$ cat src/rtl/dcache_pkg.sv
// Shared constants for the D-cache refill controller: FSM encodings and line geometry.
package dcache_pkg;

  localparam int unsigned LINE_WORDS_DEF = 4;
  localparam int unsigned OFFSET_W       = $clog2(LINE_WORDS_DEF) + 2;

  // Clears the byte-in-line bits of a 32-bit address for the default geometry
  localparam logic [31:0] LINE_BASE_MASK = ~32'((1 << OFFSET_W) - 1);

  typedef logic [2:0] state_t;

  localparam logic [2:0] S_IDLE    = 3'd0;
  localparam logic [2:0] S_WT_REQ  = 3'd1;
  localparam logic [2:0] S_RF_REQ  = 3'd2;
  localparam logic [2:0] S_RF_WAIT = 3'd3;
  localparam logic [2:0] S_RESP    = 3'd4;

endpackage

$ cat src/rtl/dcache_refill_ctrl_if.sv
// Core-side request/response, memory port and cache fill bundle of the refill controller.
interface dcache_refill_ctrl_if #(
  parameter int unsigned ADDR_W = 32,
  parameter int unsigned DATA_W = 32
);

  logic              request_valid;
  logic              r_valid;
  logic              w_valid;
  logic              hit;
  logic [ADDR_W-1:0] addr;
  logic [DATA_W-1:0] r_data;
  logic [DATA_W-1:0] w_data;
  logic              stall;
  logic              core_resp_valid;
  logic [DATA_W-1:0] core_rdata;
  logic              mem_req_valid;
  logic              mem_req_ready;
  logic              mem_req_we;
  logic [ADDR_W-1:0] mem_req_addr;
  logic [DATA_W-1:0] mem_req_wdata;
  logic              mem_resp_valid;
  logic [DATA_W-1:0] mem_resp_data;
  logic              fill_valid;
  logic [ADDR_W-1:0] fill_addr;
  logic [DATA_W-1:0] fill_data;
  logic              fill_last;

  modport master (
    input  request_valid, r_valid, w_valid, hit, addr, r_data, w_data,
           mem_req_ready, mem_resp_valid, mem_resp_data,
    output stall, core_resp_valid, core_rdata,
           mem_req_valid, mem_req_we, mem_req_addr, mem_req_wdata,
           fill_valid, fill_addr, fill_data, fill_last
  );

  modport slave (
    output request_valid, r_valid, w_valid, hit, addr, r_data, w_data,
           mem_req_ready, mem_resp_valid, mem_resp_data,
    input  stall, core_resp_valid, core_rdata,
           mem_req_valid, mem_req_we, mem_req_addr, mem_req_wdata,
           fill_valid, fill_addr, fill_data, fill_last
  );

endinterface

$ cat src/rtl/dcache_beat_counter.sv
// Refill beat index within a line; cleared outside the refill wait state.
module dcache_beat_counter #(
  parameter int unsigned LINE_WORDS = 4
) (
  input  logic                          CLK,
  input  logic                          RESET,
  input  logic                          clear,
  input  logic                          inc,
  output logic [$clog2(LINE_WORDS)-1:0] beat,
  output logic                          last_c
);

  localparam int unsigned BEAT_W = $clog2(LINE_WORDS);

  always_ff @(posedge CLK) begin
    if (!RESET)     beat <= '0;
    else if (clear) beat <= '0;
    else if (inc)   beat <= beat + BEAT_W'(1);
  end

  assign last_c = (beat == BEAT_W'(LINE_WORDS - 1));

endmodule

$ cat src/rtl/dcache_refill_ctrl.sv
// D-cache miss/response stage: load-hit return, write-through stores, line refill on load miss.
// Optional hit/miss performance counters enabled by DCACHE_PERF_CNT_EN.
module dcache_refill_ctrl
  import dcache_pkg::*;
#(
  parameter int unsigned ADDR_W     = 32,
  parameter int unsigned DATA_W     = 32,
  parameter int unsigned LINE_WORDS = LINE_WORDS_DEF
) (
  input  logic                CLK,
  input  logic                RESET,
  dcache_refill_ctrl_if.master bus
`ifdef DCACHE_PERF_CNT_EN
  ,
  output logic [31:0]         perf_hits,
  output logic [31:0]         perf_misses
`endif
);

  localparam int unsigned BEAT_W = $clog2(LINE_WORDS);
  localparam int unsigned OFF_W  = BEAT_W + 2;
  localparam logic [ADDR_W-1:0] BASE_MASK = ~ADDR_W'((1 << OFF_W) - 1);

  state_t            state_q, state_d;
  logic [ADDR_W-1:0] addr_q;
  logic [DATA_W-1:0] wdata_q, rdata_q, rdata_d;
  logic              cap_req, cap_rdata;
  logic              beat_clr, beat_inc, beat_last;
  logic [BEAT_W-1:0] beat;
  logic              accept;
  logic [ADDR_W-1:0] line_base;

  assign line_base = addr_q & BASE_MASK;
  // Reset gates acceptance so nothing combinational leaks out during reset
  assign accept = RESET && (state_q == S_IDLE) && bus.request_valid
                  && (bus.r_valid || bus.w_valid);

  dcache_beat_counter #(.LINE_WORDS(LINE_WORDS)) u_beat (
    .CLK    (CLK),
    .RESET  (RESET),
    .clear  (beat_clr),
    .inc    (beat_inc),
    .beat   (beat),
    .last_c (beat_last)
  );

  always_ff @(posedge CLK) begin
    if (!RESET) state_q <= S_IDLE;
    else        state_q <= state_d;
  end

  always_comb begin
    state_d             = state_q;
    cap_req             = 1'b0;
    cap_rdata           = 1'b0;
    rdata_d             = '0;
    beat_clr            = 1'b1;
    beat_inc            = 1'b0;
    bus.stall           = 1'b0;
    bus.core_resp_valid = 1'b0;
    bus.core_rdata      = '0;
    bus.mem_req_valid   = 1'b0;
    bus.mem_req_we      = 1'b0;
    bus.mem_req_addr    = '0;
    bus.mem_req_wdata   = '0;
    bus.fill_valid      = 1'b0;
    bus.fill_addr       = '0;
    bus.fill_data       = '0;
    bus.fill_last       = 1'b0;
    case (state_q)
      S_IDLE: begin
        if (accept) begin
          // Store wins when both r_valid and w_valid are set; stores never allocate
          if (bus.w_valid) begin
            bus.stall = 1'b1;
            cap_req   = 1'b1;
            cap_rdata = 1'b1;
            state_d   = S_WT_REQ;
            if (bus.hit) begin
              bus.fill_valid = 1'b1;
              bus.fill_addr  = bus.addr;
              bus.fill_data  = bus.w_data;
            end
          end else if (bus.hit) begin
            cap_rdata = 1'b1;
            rdata_d   = bus.r_data;
            state_d   = S_RESP;
          end else begin
            bus.stall = 1'b1;
            cap_req   = 1'b1;
            state_d   = S_RF_REQ;
          end
        end
      end
      S_WT_REQ: begin
        bus.stall         = 1'b1;
        bus.mem_req_valid = 1'b1;
        bus.mem_req_we    = 1'b1;
        bus.mem_req_addr  = addr_q;
        bus.mem_req_wdata = wdata_q;
        if (bus.mem_req_ready) state_d = S_RESP;
      end
      S_RF_REQ: begin
        bus.stall         = 1'b1;
        bus.mem_req_valid = 1'b1;
        bus.mem_req_addr  = line_base;
        if (bus.mem_req_ready) state_d = S_RF_WAIT;
      end
      S_RF_WAIT: begin
        bus.stall = 1'b1;
        beat_clr  = 1'b0;
        if (bus.mem_resp_valid) begin
          beat_inc       = 1'b1;
          bus.fill_valid = 1'b1;
          bus.fill_data  = bus.mem_resp_data;
          bus.fill_addr  = line_base + ADDR_W'({beat, 2'b00});
          if (beat == addr_q[OFF_W-1:2]) begin
            cap_rdata = 1'b1;
            rdata_d   = bus.mem_resp_data;
          end
          if (beat_last) begin
            bus.fill_last = 1'b1;
            state_d       = S_RESP;
          end
        end
      end
      S_RESP: begin
        bus.core_resp_valid = 1'b1;
        bus.core_rdata      = rdata_q;
        state_d             = S_IDLE;
      end
      default: state_d = S_IDLE;
    endcase
  end

  // Request and load-result capture
  always_ff @(posedge CLK) begin
    if (!RESET) begin
      addr_q  <= '0;
      wdata_q <= '0;
      rdata_q <= '0;
    end else begin
      if (cap_req) begin
        addr_q  <= bus.addr;
        wdata_q <= bus.w_data;
      end
      if (cap_rdata) rdata_q <= rdata_d;
    end
  end

`ifdef DCACHE_PERF_CNT_EN
  // Saturating hit/miss counters over accepted loads and stores
  always_ff @(posedge CLK) begin
    if (!RESET) begin
      perf_hits   <= '0;
      perf_misses <= '0;
    end else if (accept) begin
      if (bus.hit) begin
        if (perf_hits != 32'hFFFF_FFFF) perf_hits <= perf_hits + 32'd1;
      end else begin
        if (perf_misses != 32'hFFFF_FFFF) perf_misses <= perf_misses + 32'd1;
      end
    end
  end
`endif

endmodule

$ cat src/flat_wrapper.sv
// flat-port wrapper written by rule: the top's interface ports become plain ports
module dcache_refill_ctrl_flat import dcache_pkg::*;
#(
  parameter int unsigned ADDR_W     = 32,
  parameter int unsigned DATA_W     = 32,
  parameter int unsigned LINE_WORDS = LINE_WORDS_DEF
)
  (CLK, RESET, bus_request_valid, bus_r_valid, bus_w_valid, bus_hit, bus_addr, bus_r_data, bus_w_data, bus_mem_req_ready, bus_mem_resp_valid, bus_mem_resp_data, bus_stall, bus_core_resp_valid, bus_core_rdata, bus_mem_req_valid, bus_mem_req_we, bus_mem_req_addr, bus_mem_req_wdata, bus_fill_valid, bus_fill_addr, bus_fill_data, bus_fill_last);
  dcache_refill_ctrl_if #(.ADDR_W(ADDR_W), .DATA_W(DATA_W)) bus_i ();
  input  logic CLK;
  input  logic RESET;
  input wire logic [$bits(bus_i.request_valid)-1:0] bus_request_valid;
  input wire logic [$bits(bus_i.r_valid)-1:0] bus_r_valid;
  input wire logic [$bits(bus_i.w_valid)-1:0] bus_w_valid;
  input wire logic [$bits(bus_i.hit)-1:0] bus_hit;
  input wire logic [$bits(bus_i.addr)-1:0] bus_addr;
  input wire logic [$bits(bus_i.r_data)-1:0] bus_r_data;
  input wire logic [$bits(bus_i.w_data)-1:0] bus_w_data;
  input wire logic [$bits(bus_i.mem_req_ready)-1:0] bus_mem_req_ready;
  input wire logic [$bits(bus_i.mem_resp_valid)-1:0] bus_mem_resp_valid;
  input wire logic [$bits(bus_i.mem_resp_data)-1:0] bus_mem_resp_data;
  output wire logic [$bits(bus_i.stall)-1:0] bus_stall;
  output wire logic [$bits(bus_i.core_resp_valid)-1:0] bus_core_resp_valid;
  output wire logic [$bits(bus_i.core_rdata)-1:0] bus_core_rdata;
  output wire logic [$bits(bus_i.mem_req_valid)-1:0] bus_mem_req_valid;
  output wire logic [$bits(bus_i.mem_req_we)-1:0] bus_mem_req_we;
  output wire logic [$bits(bus_i.mem_req_addr)-1:0] bus_mem_req_addr;
  output wire logic [$bits(bus_i.mem_req_wdata)-1:0] bus_mem_req_wdata;
  output wire logic [$bits(bus_i.fill_valid)-1:0] bus_fill_valid;
  output wire logic [$bits(bus_i.fill_addr)-1:0] bus_fill_addr;
  output wire logic [$bits(bus_i.fill_data)-1:0] bus_fill_data;
  output wire logic [$bits(bus_i.fill_last)-1:0] bus_fill_last;
  assign bus_i.request_valid = bus_request_valid;
  assign bus_i.r_valid = bus_r_valid;
  assign bus_i.w_valid = bus_w_valid;
  assign bus_i.hit = bus_hit;
  assign bus_i.addr = bus_addr;
  assign bus_i.r_data = bus_r_data;
  assign bus_i.w_data = bus_w_data;
  assign bus_i.mem_req_ready = bus_mem_req_ready;
  assign bus_i.mem_resp_valid = bus_mem_resp_valid;
  assign bus_i.mem_resp_data = bus_mem_resp_data;
  assign bus_stall = bus_i.stall;
  assign bus_core_resp_valid = bus_i.core_resp_valid;
  assign bus_core_rdata = bus_i.core_rdata;
  assign bus_mem_req_valid = bus_i.mem_req_valid;
  assign bus_mem_req_we = bus_i.mem_req_we;
  assign bus_mem_req_addr = bus_i.mem_req_addr;
  assign bus_mem_req_wdata = bus_i.mem_req_wdata;
  assign bus_fill_valid = bus_i.fill_valid;
  assign bus_fill_addr = bus_i.fill_addr;
  assign bus_fill_data = bus_i.fill_data;
  assign bus_fill_last = bus_i.fill_last;
  dcache_refill_ctrl #(.ADDR_W(ADDR_W), .DATA_W(DATA_W), .LINE_WORDS(LINE_WORDS)) u_core (.CLK(CLK), .RESET(RESET), .bus(bus_i));
endmodule
$ cat config.mk
export PLATFORM = sky130hd
export DESIGN_NAME = dcache_refill_ctrl_flat
export DESIGN_NICKNAME = d
export VERILOG_FILES = /design/src/rtl/dcache_pkg.sv /design/src/rtl/dcache_refill_ctrl_if.sv /design/src/rtl/dcache_beat_counter.sv /design/src/rtl/dcache_refill_ctrl.sv /design/src/flat_wrapper.sv
export SDC_FILE = /design/constraint.sdc
export NUM_CORES = 1
export LEC_CHECK = 0
export ABC_AREA = 1
export CAP_MARGIN = 20
export CORE_ASPECT_RATIO = 1.4
export CORE_MARGIN = 2
export CORE_UTILIZATION = 45
export CTS_BUF_LIST = sky130_fd_sc_hd__clkbuf_4 sky130_fd_sc_hd__clkbuf_8
export DETAILED_ROUTE_END_ITERATION = 12
export PLACE_DENSITY_LB_ADDON = 0.08
export SLEW_MARGIN = 15
export SYNTH_ARGS = -nofsm -noshare
export SYNTH_HDL_FRONTEND = slang
export SYNTH_SLANG_ARGS = --single-unit
$ cat constraint.sdc
create_clock -name CLK -period 4.35 [get_ports CLK]
set_clock_uncertainty 0.2 [all_clocks]
set_input_delay 0.87 -clock CLK [delete_from_list [all_inputs] [get_ports CLK]]
set_output_delay 0.87 -clock CLK [all_outputs]
set_load 0.01 [all_outputs]
==> impl_metrics.json <==
{
  "status": "finished clean",
  "path_class": "in -> out",
  "cp-end-kind": "primary output",
  "design.portCount": 302,
  "synthSimpleGateAreaFrac": 0.3772,
  "nets": 1413,
  "met3_usage": 0.07466,
  "postCtsSetupRepairBufs": 0,
  "core-area_um2": 13390,
  "synthCells": 1028,
  "worst_slew_pin_slew_ns": 0.9454,
  "setup_viol": 0,
  "fmax_mhz": 247.7,
  "cp-start-kind": "input pin",
  "first_global_vias": 6836,
  "synth_compound_area_frac": 0.1201,
  "drc": 0,
  "async_reset_ff_frac": 0,
  "ys_types": 26,
  "via_per_inst": 5.067,
  "wl_um": 22450,
  "postCtsResizedCells": 0,
  "synthMuxAreaShare": 0,
  "vias": 7413,
  "diodes": 0,
  "gp_congestion": 0.8896,
  "wl_per_cell_um": 15.35,
  "synth-xor-area-share": 0,
  "grt_first_pass_wirelength_um": 34610,
  "rsz0062_at_grt": "no",
  "synth_edf_count": 0,
  "firstDrtPassIters": 5,
  "cp_slowest_stage_delay_ns": 0.59,
  "grtUsageMet2": 0.5163,
  "max_slew_margin": 0.3690,
  "synth_fp_nets": 1165,
  "crit_arrival_ns": 2.97,
  "clock-root-buffer": "clkbuf_8",
  "die_h_um": 142.3,
  "synthToLayoutAreaGrowth_pct": 52.20,
  "die_area_um2": 14620,
  "maxCapViolCount": 0,
  "path_max_fanout": 65,
  "ir_worst_vdd_uv": 188.7,
  "dieWidth_um": 102.8,
  "ys_seq_area_frac": 0.3290,
  "track_usage": 0.2987,
  "ys_ff_latch": 101,
  "grt_antenna_before_repair": 0,
  "finalCritPeriodShare": 0.9282,
  "start_util": 0.4591,
  "path_delay_family": "buffers and inverters",
  "worstPathRequired_ns": 3.28,
  "synthAdderAreaFrac": 0.002036,
  "overflow": 0,
  "crit_chain": "clkdlybuf4s50_1, nand2_2, nor3_4, nand3_2, buf_12, o21ai_0, clkdlybuf4s50_1",
  "synth_top_family_by_area": "simple AND/OR/NAND/NOR gates",
  "ctsHoldBuffers": 0,
  "ys.flop_type": "dfxtp_1",
  "crit_buf_inv": 3,
  "drt_iter0_drc": 325,
  "finalSetupTns_ns": 0,
  "htreeDepth": 3,
  "slew_viol_final": 0,
  "final_hold_viol_count": 0,
  "yosysWarnings": 0,
  "clk_pin_slew_worst_paths_ns": 0.11,
  "numCtsBuffers": 9,
  "cp_common_cell": "clkdlybuf4s50_1",
  "post-dp-hpwl_um": 16110,
  "io_buffers": 301,
  "grt_use_met1": 0.3595,
  "power.total_w": 0.002854,
  "clock_tree.buffer_depth": 2,
  "grt_max_degree": 66,
  "dp_worst_setup_slack_ns": 0.3356,
  "cts.sinks": 101,
  "cp_slowest_cell": "clkdlybuf4s50_1",
  "postRouteAntennaNets": 0,
  "cts_tree": "built",
  "postSynthAreaPerCell_um2": 5.978,
  "final_cell_mix": "clkdlybuf4s50_1 (301), nand2_1 (181), nor2_1 (177)",
  "clk_latency_ns": 0.37,
  "p_leak_nw": 3.720,
  "drive_above_1_share": 0.04684,
  "power.density_nw_per_um2": 305.1,
  "hp-class": "reg -> reg",
  "rows": 50,
  "syn_area_um2": 6146,
  "post-route-min-period_ns": 4.038,
  "n_fill_cell": 1264,
  "busiest_layer": "met2",
  "setup_slack_ns": 0.3123,
  "final_common_cell": "clkdlybuf4s50_1"
}
worst min-delay path, delay by kind of cell, from the launching register on:
family,cells,cell delay [ns]
AO/OA/AOI/OAI,1,0.05
AND/OR/NAND/NOR,1,0.06
flip-flops,1,0.32
synthesized netlist by cell type (2+ instances only):
cell / instances / share of area
o22ai_1: 30 / 0.031
buf_1: 4 / 0.0024
nor2_2: 5 / 0.0051
nor2_1: 177 / 0.11
nand2_2: 2 / 0.0020
dfxtp_1: 101 / 0.33
nand4_1: 32 / 0.033
nand3_1: 133 / 0.11
a211oi_1: 2 / 0.0024
inv_2: 3 / 0.0018
buf_2: 36 / 0.029
nand2_1: 182 / 0.11
buf_4: 11 / 0.013
o21ai_2: 10 / 0.014
a21oi_1: 65 / 0.053
inv_1: 175 / 0.11
o21ai_0: 23 / 0.019
clkbuf_1: 29 / 0.018
registers in the layout, summed over array words and instances, names as in the netlist:
| register | flops |
|---|---|
| u_core.state_q | 3 |
| u_core.rdata_q | 32 |
| u_core.addr_q | 32 |
| u_core.wdata_q | 32 |
| u_core.u_beat.beat | 2 |
metal layers:
layer	part of all wire	wire (µm)
met4	0.023	518
met1	0.39	8829
met3	0.089	1997
met5	0	0
met2	0.49	11110
through the flow:
| step | hold slack [ns] | cells | instance area (µm²) | utilization |
|---|---|---|---|---|
| floorplan | 0.2397 | 1028 | 6146 | - |
| global placement | 0.2476 | 1447 | 9158 | 0.6840 |
| global route | 0.2801 | 1463 | 9354 | 0.6987 |
| CTS | 0.2681 | 1463 | 9354 | 0.6987 |
| detailed placement | 0.2519 | 1447 | 9158 | 0.6840 |
| finish | 0.2677 | 1463 | 9354 | 0.6987 |
power by group:
group	leakage, nW	internal, W	switching [W]	total [W]
Clock	0.101	0.000269	0.000348	0.000617
Sequential	0.820	0.00104	0.0000507	0.00109
Combinational	2.80	0.000445	0.000704	0.00115
Total	3.72	0.00175	0.00110	0.00285
kinds of logic (layout without fill, tap and decap cells):
group	Yosys count	after routing
and+or+nand+nor	537	537
DFF	101	101
buffers and inverters	258	511
AOI/OAI and AO/OA	131	131
adders and majority gates	1	1
final cells by class:
cell class	instances	area, µm²	area share
clock buffer	9	123.9	0.01324
inverter	178	668.1	0.07143
tap	182	227.7	0.02434
sequential	101	2022	0.2162
timing repair buffer	317	3158	0.3376
clock inverter	7	72.57	0.007758
multi-input combinational	669	3082	0.3295
final timing paths:
path | cells past startpoint | slack [ns] | from | to
hold reg to reg | 2 | 0.27 | u_core.wdata_q[20] | u_core.wdata_q[20]
setup / recovery | 7 | 0.31 | RESET | bus_fill_data[30]
setup reg to reg | 9 | 1.82 | u_core.state_q[1] | u_core.rdata_q[21]
hold / removal | 2 | 0.27 | u_core.wdata_q[20] | u_core.wdata_q[20]
Power figures use the tool's default switching activity.
